`config.mk`:
```
export PLATFORM = sky130hd
export DESIGN_NAME = seg_scan_display
export DESIGN_NICKNAME = d
export VERILOG_FILES = /design/src/rtl/seg_scan_display.sv
export SDC_FILE = /design/constraint.sdc
export NUM_CORES = 1
export LEC_CHECK = 0
export CORE_MARGIN = 2
export CORE_UTILIZATION = 55
export CTS_BUF_LIST = sky130_fd_sc_hd__clkbuf_4
export DETAILED_ROUTE_END_ITERATION = 12
export PLACE_DENSITY = 0.89
export SLEW_MARGIN = 0
export SYNTH_ARGS = -nofsm -noshare
export SYNTH_HDL_FRONTEND = slang
export SYNTH_SLANG_ARGS = --single-unit
```
`constraint.sdc`:
```
create_clock -name clk -period 4.4 [get_ports clk]
set_input_delay 0.88 -clock clk [delete_from_list [all_inputs] [get_ports clk]]
set_output_delay 0.88 -clock clk [all_outputs]
set_load 0.005 [all_outputs]
```
`src/rtl/seg_scan_display.sv`:
```
// seg_scan_display: time-multiplexed 7-segment driver.
// One shared registered decoder is scanned across DIGITS anodes. Each digit
// stays lit for DIV clocks. The display contents change only at frame
// boundaries, so a frame never shows a mix of old and new data.
//
// load is a one-cycle strobe with no back-pressure. On every cycle where
// load=1, value/dp_in/blank_in are captured, and the last capture before a
// frame boundary wins. A load on the boundary cycle itself goes straight to
// the display.
module seg_scan_display #(
    parameter int DIGITS         = 8,
    parameter int DIV            = 100000,
    parameter int SEG_ACTIVE_LOW = 1,
    parameter int AN_ACTIVE_LOW  = 1,
    parameter int LZ_BLANK       = 0
) (
    input  logic                  clk,
    input  logic                  rst_n,
    input  logic                  load,
    input  logic [4*DIGITS-1:0]   value,
    input  logic [DIGITS-1:0]     dp_in,
    input  logic [DIGITS-1:0]     blank_in,
    output logic [6:0]            seg,
    output logic                  dp,
    output logic [DIGITS-1:0]     an,
    output logic                  frame_done
);

    localparam int CW = (DIV > 1) ? $clog2(DIV) : 1;
    localparam int IW = (DIGITS > 1) ? $clog2(DIGITS) : 1;
    localparam bit SEG_INV = (SEG_ACTIVE_LOW != 0);
    localparam bit AN_INV  = (AN_ACTIVE_LOW != 0);
    localparam logic [6:0]        SEG_OFF = SEG_INV ? 7'h7F : 7'h00;
    localparam logic              DP_OFF  = SEG_INV;
    localparam logic [DIGITS-1:0] AN_OFF  = AN_INV ? {DIGITS{1'b1}} : {DIGITS{1'b0}};

    logic [CW-1:0]         cnt;
    logic [IW-1:0]         idx;
    logic [4*DIGITS-1:0]   pend_val, disp_val;
    logic [DIGITS-1:0]     pend_dp, disp_dp;
    logic [DIGITS-1:0]     pend_bl, disp_bl;
    logic                  pend_flag;

    logic tick, last_digit, frame_end;
    assign tick       = (cnt == CW'(DIV - 1));
    assign last_digit = (idx == IW'(DIGITS - 1));
    assign frame_end  = tick & last_digit;

    // Hex to active-high {g,f,e,d,c,b,a}.
    function automatic logic [6:0] decode(input logic [3:0] nib);
        case (nib)
            4'h0: decode = 7'h3F;
            4'h1: decode = 7'h06;
            4'h2: decode = 7'h5B;
            4'h3: decode = 7'h4F;
            4'h4: decode = 7'h66;
            4'h5: decode = 7'h6D;
            4'h6: decode = 7'h7D;
            4'h7: decode = 7'h07;
            4'h8: decode = 7'h7F;
            4'h9: decode = 7'h6F;
            4'hA: decode = 7'h77;
            4'hB: decode = 7'h7C;
            4'hC: decode = 7'h39;
            4'hD: decode = 7'h5E;
            4'hE: decode = 7'h79;
            default: decode = 7'h71;
        endcase
    endfunction

    // Slot divider and digit index; frame_done marks the cycle after the final slot.
    always_ff @(posedge clk or negedge rst_n) begin
        if (!rst_n) begin
            cnt        <= '0;
            idx        <= '0;
            frame_done <= 1'b0;
        end else begin
            frame_done <= frame_end;
            if (tick) begin
                cnt <= '0;
                idx <= last_digit ? '0 : idx + 1'b1;
            end else begin
                cnt <= cnt + 1'b1;
            end
        end
    end

    // Pending capture and frame-synchronous transfer to the display registers.
    always_ff @(posedge clk or negedge rst_n) begin
        if (!rst_n) begin
            pend_val  <= '0;
            pend_dp   <= '0;
            pend_bl   <= '0;
            pend_flag <= 1'b0;
            disp_val  <= '0;
            disp_dp   <= '0;
            disp_bl   <= '0;
        end else if (load && frame_end) begin
            disp_val  <= value;
            disp_dp   <= dp_in;
            disp_bl   <= blank_in;
            pend_flag <= 1'b0;
        end else if (load) begin
            pend_val  <= value;
            pend_dp   <= dp_in;
            pend_bl   <= blank_in;
            pend_flag <= 1'b1;
        end else if (frame_end && pend_flag) begin
            disp_val  <= pend_val;
            disp_dp   <= pend_dp;
            disp_bl   <= pend_bl;
            pend_flag <= 1'b0;
        end
    end

    // Leading-zero mask: walk down from the top nibble while it stays zero with no dp.
    logic [DIGITS-1:0] lz_mask;
    logic              zero_run;
    always_comb begin
        lz_mask  = '0;
        zero_run = 1'b1;
        for (int i = DIGITS - 1; i >= 0; i--) begin
            zero_run   = zero_run & (disp_val[4*i +: 4] == 4'h0) & ~disp_dp[i];
            lz_mask[i] = (LZ_BLANK != 0) && (i != 0) && zero_run;
        end
    end

    logic [3:0]        cur_nib;
    logic              cur_dark;
    logic [6:0]        seg_lit;
    logic              dp_lit;
    logic [DIGITS-1:0] an_sel;
    assign cur_nib  = disp_val[{idx, 2'b00} +: 4];
    assign cur_dark = disp_bl[idx] | lz_mask[idx];
    assign seg_lit  = cur_dark ? 7'h00 : decode(cur_nib);
    assign dp_lit   = ~cur_dark & disp_dp[idx];
    assign an_sel   = DIGITS'(1) << idx;

    // Registered pin drivers, one clock behind the index.
    always_ff @(posedge clk or negedge rst_n) begin
        if (!rst_n) begin
            seg <= SEG_OFF;
            dp  <= DP_OFF;
            an  <= AN_OFF;
        end else begin
            seg <= SEG_INV ? ~seg_lit : seg_lit;
            dp  <= SEG_INV ? ~dp_lit : dp_lit;
            an  <= AN_INV ? ~an_sel : an_sel;
        end
    end

endmodule

```
# Yosys cells after proc, flatten, opt, wreduce, memory -nomap -nowiden
# Memory sizes are Yosys's and may differ from the RTL's.
# Index checks and enable logic that the tools add are counted.
# word_totals
register_bits,134
latch_bits,0
mem_bits_rw,0
rom_bits,120
inputBits,51
out_inout_bits,17
elab_cells,57
n_memories,2
# op_classes
add_sub_neg,2
multipliers,0
div_mod_pow,0
magnitude_cmp,1
n_eq_ne,3
n_shift,2
mux,20
bitwise,8
n_reduce_logical,6
# mem_list
name,words,width,read_ports,rd_clocked_by_memory_dff,write_ports,line,source
(name not given),16,7,1,0,0,51,case (nib)
(name not given),8,1,1,0,0,134,assign cur_dark = disp_bl[idx] | lz_mask[idx];
# ops
operator,n
two-way mux 32 bit,3
two-way mux 8 bit,6
variable part select 32 x 6 -> 4 bit,1
adder 17 x 1 -> 17 bit (second input constant),1
== test 17 bit (second input constant),1
two-way mux 17 bit,1
NOT 8 bit,1
left shift 1 x 3 -> 8 bit (first input constant),1
two-way mux 7 bit,1
NOT 7 bit,1
binary-select mux 1 bit (select 3 bit),2
two-way mux 1 bit,6
< comparator 3 x 4 -> 1 bit (second input constant),1
AND reduction 2 bit,2
adder 3 x 1 -> 3 bit (second input constant),1
== test 3 bit (second input constant),1
two-way mux 3 bit,1
NOT 1 bit,3
nonzero test 3 bit,1
AND 1 bit,2
logical AND 1 bit,2
!= test 2 x 1 -> 1 bit (second input constant),1
nonzero test 2 bit,1
bitwise OR 1 bit,1

# Longest topological paths before layout
# depth
depth_word,6
mapped_depth,11
depth_no_buf,9

# Least setup slack after synthesis
# No wires, ideal clock.
# synth_path
kind,reg-to-reg
start,register idx[0]
end,register seg[3]
setup_time_ns,0.095
t_arrival_ns,2.129
required_ns,4.305
setup_slack_ns,2.176
path_stages_with_launch,11
path_buffers,2
period_less_slack_ns,2.224
path_cell_list,dfrtp_1 buf_2 buf_4 mux4_2 nand2_1 nand2_1 ha_1 inv_1 a21oi_1 a2111oi_0 a31oi_1
# synth_between
elab_chain_len,5
elab_cells_between_ends,9
cone_classes,shift: 1; mux: 4; bitwise: 2; memory: 2
# synth_rtl
item,line,source
start: declaration,38,logic [IW-1:0] idx;
start signal: assignment,81,idx <= last_digit ? '0 : idx + 1'b1;
branches (longest 3 deep; another with memory read (16 x 7 bit)),-,
two-way mux 7 bit (*),135,assign seg_lit = cur_dark ? 7'h00 : decode(cur_nib);
NOT 7 bit (*),146,seg <= SEG_INV ? ~seg_lit : seg_lit;
end signal: assignment,146,
end: declaration,23,"output logic [6:0] seg,"
# Mark *: on every way between the ends. The select of a mux whose other input is x is not followed.
# A chain may end at the register's enable or synchronous reset.

# Worst setup path after layout
# layout_path
start,register idx[0]
end,register seg[0]
# The elaborated chain is that of the path after synthesis.

==> metrics.yaml <==
status: "completed"
drc_errors: 0
boundaryPins: 68
crit_required_ns: 4.81
root_buffer: "clkbuf_4"
worstMarginPinSlew_ns: 1.16
dieArea_um2: 11800
ctsLongestPathBuffers: 2
hold_path_class: "input pin to asynchronous set/reset pin"
worst-path-stages: 6
synth.most_common_cell: "nand2_1"
synth_edf_count: 0
crit_chain: "buf_4, mux4_2, mux2i_1, a21bo_2, a21oi_1, o31ai_1"
endpoint_kind: "register"
path_max_fanout: 12
ctsHoldBuffers: 0
power.density_nw_per_um2: 318
total_leakage_power_nw: 3.20
gp_congestion: 0.775
clock-sinks: 134
fmax_ghz: 0.344
drt-initial-drc-count: 275
grt_pass1_vias: 4282
fp.dieH_um: 108
coreArea_um2: 10700
die_width_um: 108
cts_resized: 0
fin_cells: 725
maxSlewHeadroom_pct: 22.3
syn-num-nets: 572
via_count: 4129
cts_max_level: 4
hold_violations: 0
antenna_found_initial: 0
period_share_pct: 66.0
ys_types: 43
diodes: 0
cts_setup_buffers: 0
area_growth_pct: 17.0
skew_ns: 0.0219
final_nets: 636
finalCriticalPeriod_ns: 2.90
async_flop_share_pct: 100
start_util_pct: 55.8
ys_top_cells_by_area: "dfrtp_1 (49%), nand2_1 (7.8%), dfstp_2 (7.0%)"
cpMaxStageDelayCell: "mux2i_1"
slew_viol_final: 0
r2r_cells: 6
criticalPathCategory: "register to register"
tns_ns: 0
numCtsBuffers: 17
io_buffer_count: 67
drtAntennaViolNets: 0
clk_latency_ns: 0.51
clk_pin_slew_worst_paths_ns: 0.13
drt_wl_total_mm: 11.6
arrival_ns: 3.32
wl_per_cell_um: 16.0
grt_usage_pct: 21.9
syn_inst: 508
synthFlopType: "dfrtp_1"
synthTopCellsByCount: "nand2_1 (125), dfrtp_1 (118), a22oi_1 (49)"
drv_cap: 0
grt_pass1_wl_mm: 19.8
path_buf_inv: 1
ys.warnings.count: 0
gr-total-overflow: 0
ir_worst_vdd_mv: 0.165
dp.cells: 693
synth-seq-cells: 134
critPathTopFamily: "multiplexers"
cts_tree: "done"
synth_top_cell_area_share_pct: 49.2
rsz0062_at_grt: "no"
syn_area_um2: 6000
via_per_inst: 5.70
rows: 38
yosysTopAreaCell: "dfrtp_1"
drt-pass1-iter-count: 5
max_stage_delay_ns: 0.75
startpoint_type: "register"
drive_above_1_share_pct: 16.1
ys_seq_area_share_pct: 56.2
hpwl_mm: 7.85
synth_area_per_cell_um2: 11.8
finalSetupViolCount: 0
grt_max_degree: 135
[path summary, 6_finish.rpt]
kind	start	endpoint	slack [ns]
max reg2reg	idx[0]	seg[0]	1.50
min in group clk	disp_val[30]	disp_val[30]	0.48
min reg2reg	disp_val[30]	disp_val[30]	0.48
min	rst_n	cnt[12]	0.42
max	idx[0]	seg[0]	1.50
max in group asynchronous	rst_n	pend_dp[5]	3.43
[layout make-up]
cell class	count	area (um2)
fillers	844	3730
clock inverters	15	158
multi-input cells	336	2420
repair buffers	73	726
clock buffers	17	128
well taps	140	175
inverters	10	37.5
flip-flops and latches	134	3370
[worst register-to-register path, delay by kind of cell, from the launching register on]
family / cells / cell delay [ns]
mux: 2 / 1.29
flops: 1 / 0.63
compound gates: 3 / 0.57
buf+inv: 1 / 0.33
[routing by layer]
| layer | track usage (%) | part of all wire (%) |
|---|---|---|
| met1 | 27.7 | 41 |
| met2 | 36.8 | 51 |
| met3 | 5.36 | 5.8 |
| met4 | 7.78 | 1.4 |
| met5 | 0 | 0 |
[per-stage QoR]
step                setup slack [ns]  instance area, um2  total power [W]  utilization [%]  hold slack, ns
detailed placement              1.54                6730          0.00145             62.6           0.451
finish                          1.50                7020          0.00223             65.3           0.423
CTS                             1.52                7020          0.00225             65.3           0.470
floorplan                       2.18                6000          0.00136                -           0.433
global placement                1.62                6730          0.00144             62.6           0.444
global route                    1.31                7020          0.00233             65.3           0.471
[sequential cells by signal, indices dropped and copies added (netlist names)]
| name | flops |
|---|---|
| idx | 3 |
| pend_val | 32 |
| pend_flag | 1 |
| pend_bl | 8 |
| dp | 1 |
| cnt | 17 |
| disp_bl | 8 |
| pend_dp | 8 |
| disp_val | 32 |
| seg | 7 |
| disp_dp | 8 |
| frame_done | 1 |
| an | 8 |
[logic make-up after synthesis]
kind of cell / share of synthesized area [%]
adder cells (fa/ha/maj): 2.71
XOR/XNOR: 2.19
buffers and inverters: 3.46
AND/OR/NAND/NOR: 12.7
flip-flops: 56.2
AO/OA/AOI/OAI: 8.01
multiplexers: 14.7
[where the power goes]
part,internal [W],leakage (nW),switching (W)
logic,0.0000742,1.36,0.0000553
clock network,0.000304,0.150,0.000496
registers,0.00128,1.69,0.0000241
total,0.00165,3.20,0.000575
[cell usage in the layout, fill, tap and decap left out, types with 4 or more instances in the layout]
cell and count:
nand2_1 124, dfrtp_1 118, clkdlybuf4s50_1 66, a22oi_1 49, mux2_1 28, mux2_2 21, clkbuf_4 17, nor2_1 16
dfstp_2 16, ha_1 13, mux4_2 10, inv_1 9, mux2i_1 9, nand3_1 8, xor2_1 8, xnor2_1 7
inv_6 6, buf_4 6, nor2b_1 4, o221ai_1 4, nor3_1 4
Power figures use the tool's default switching activity.
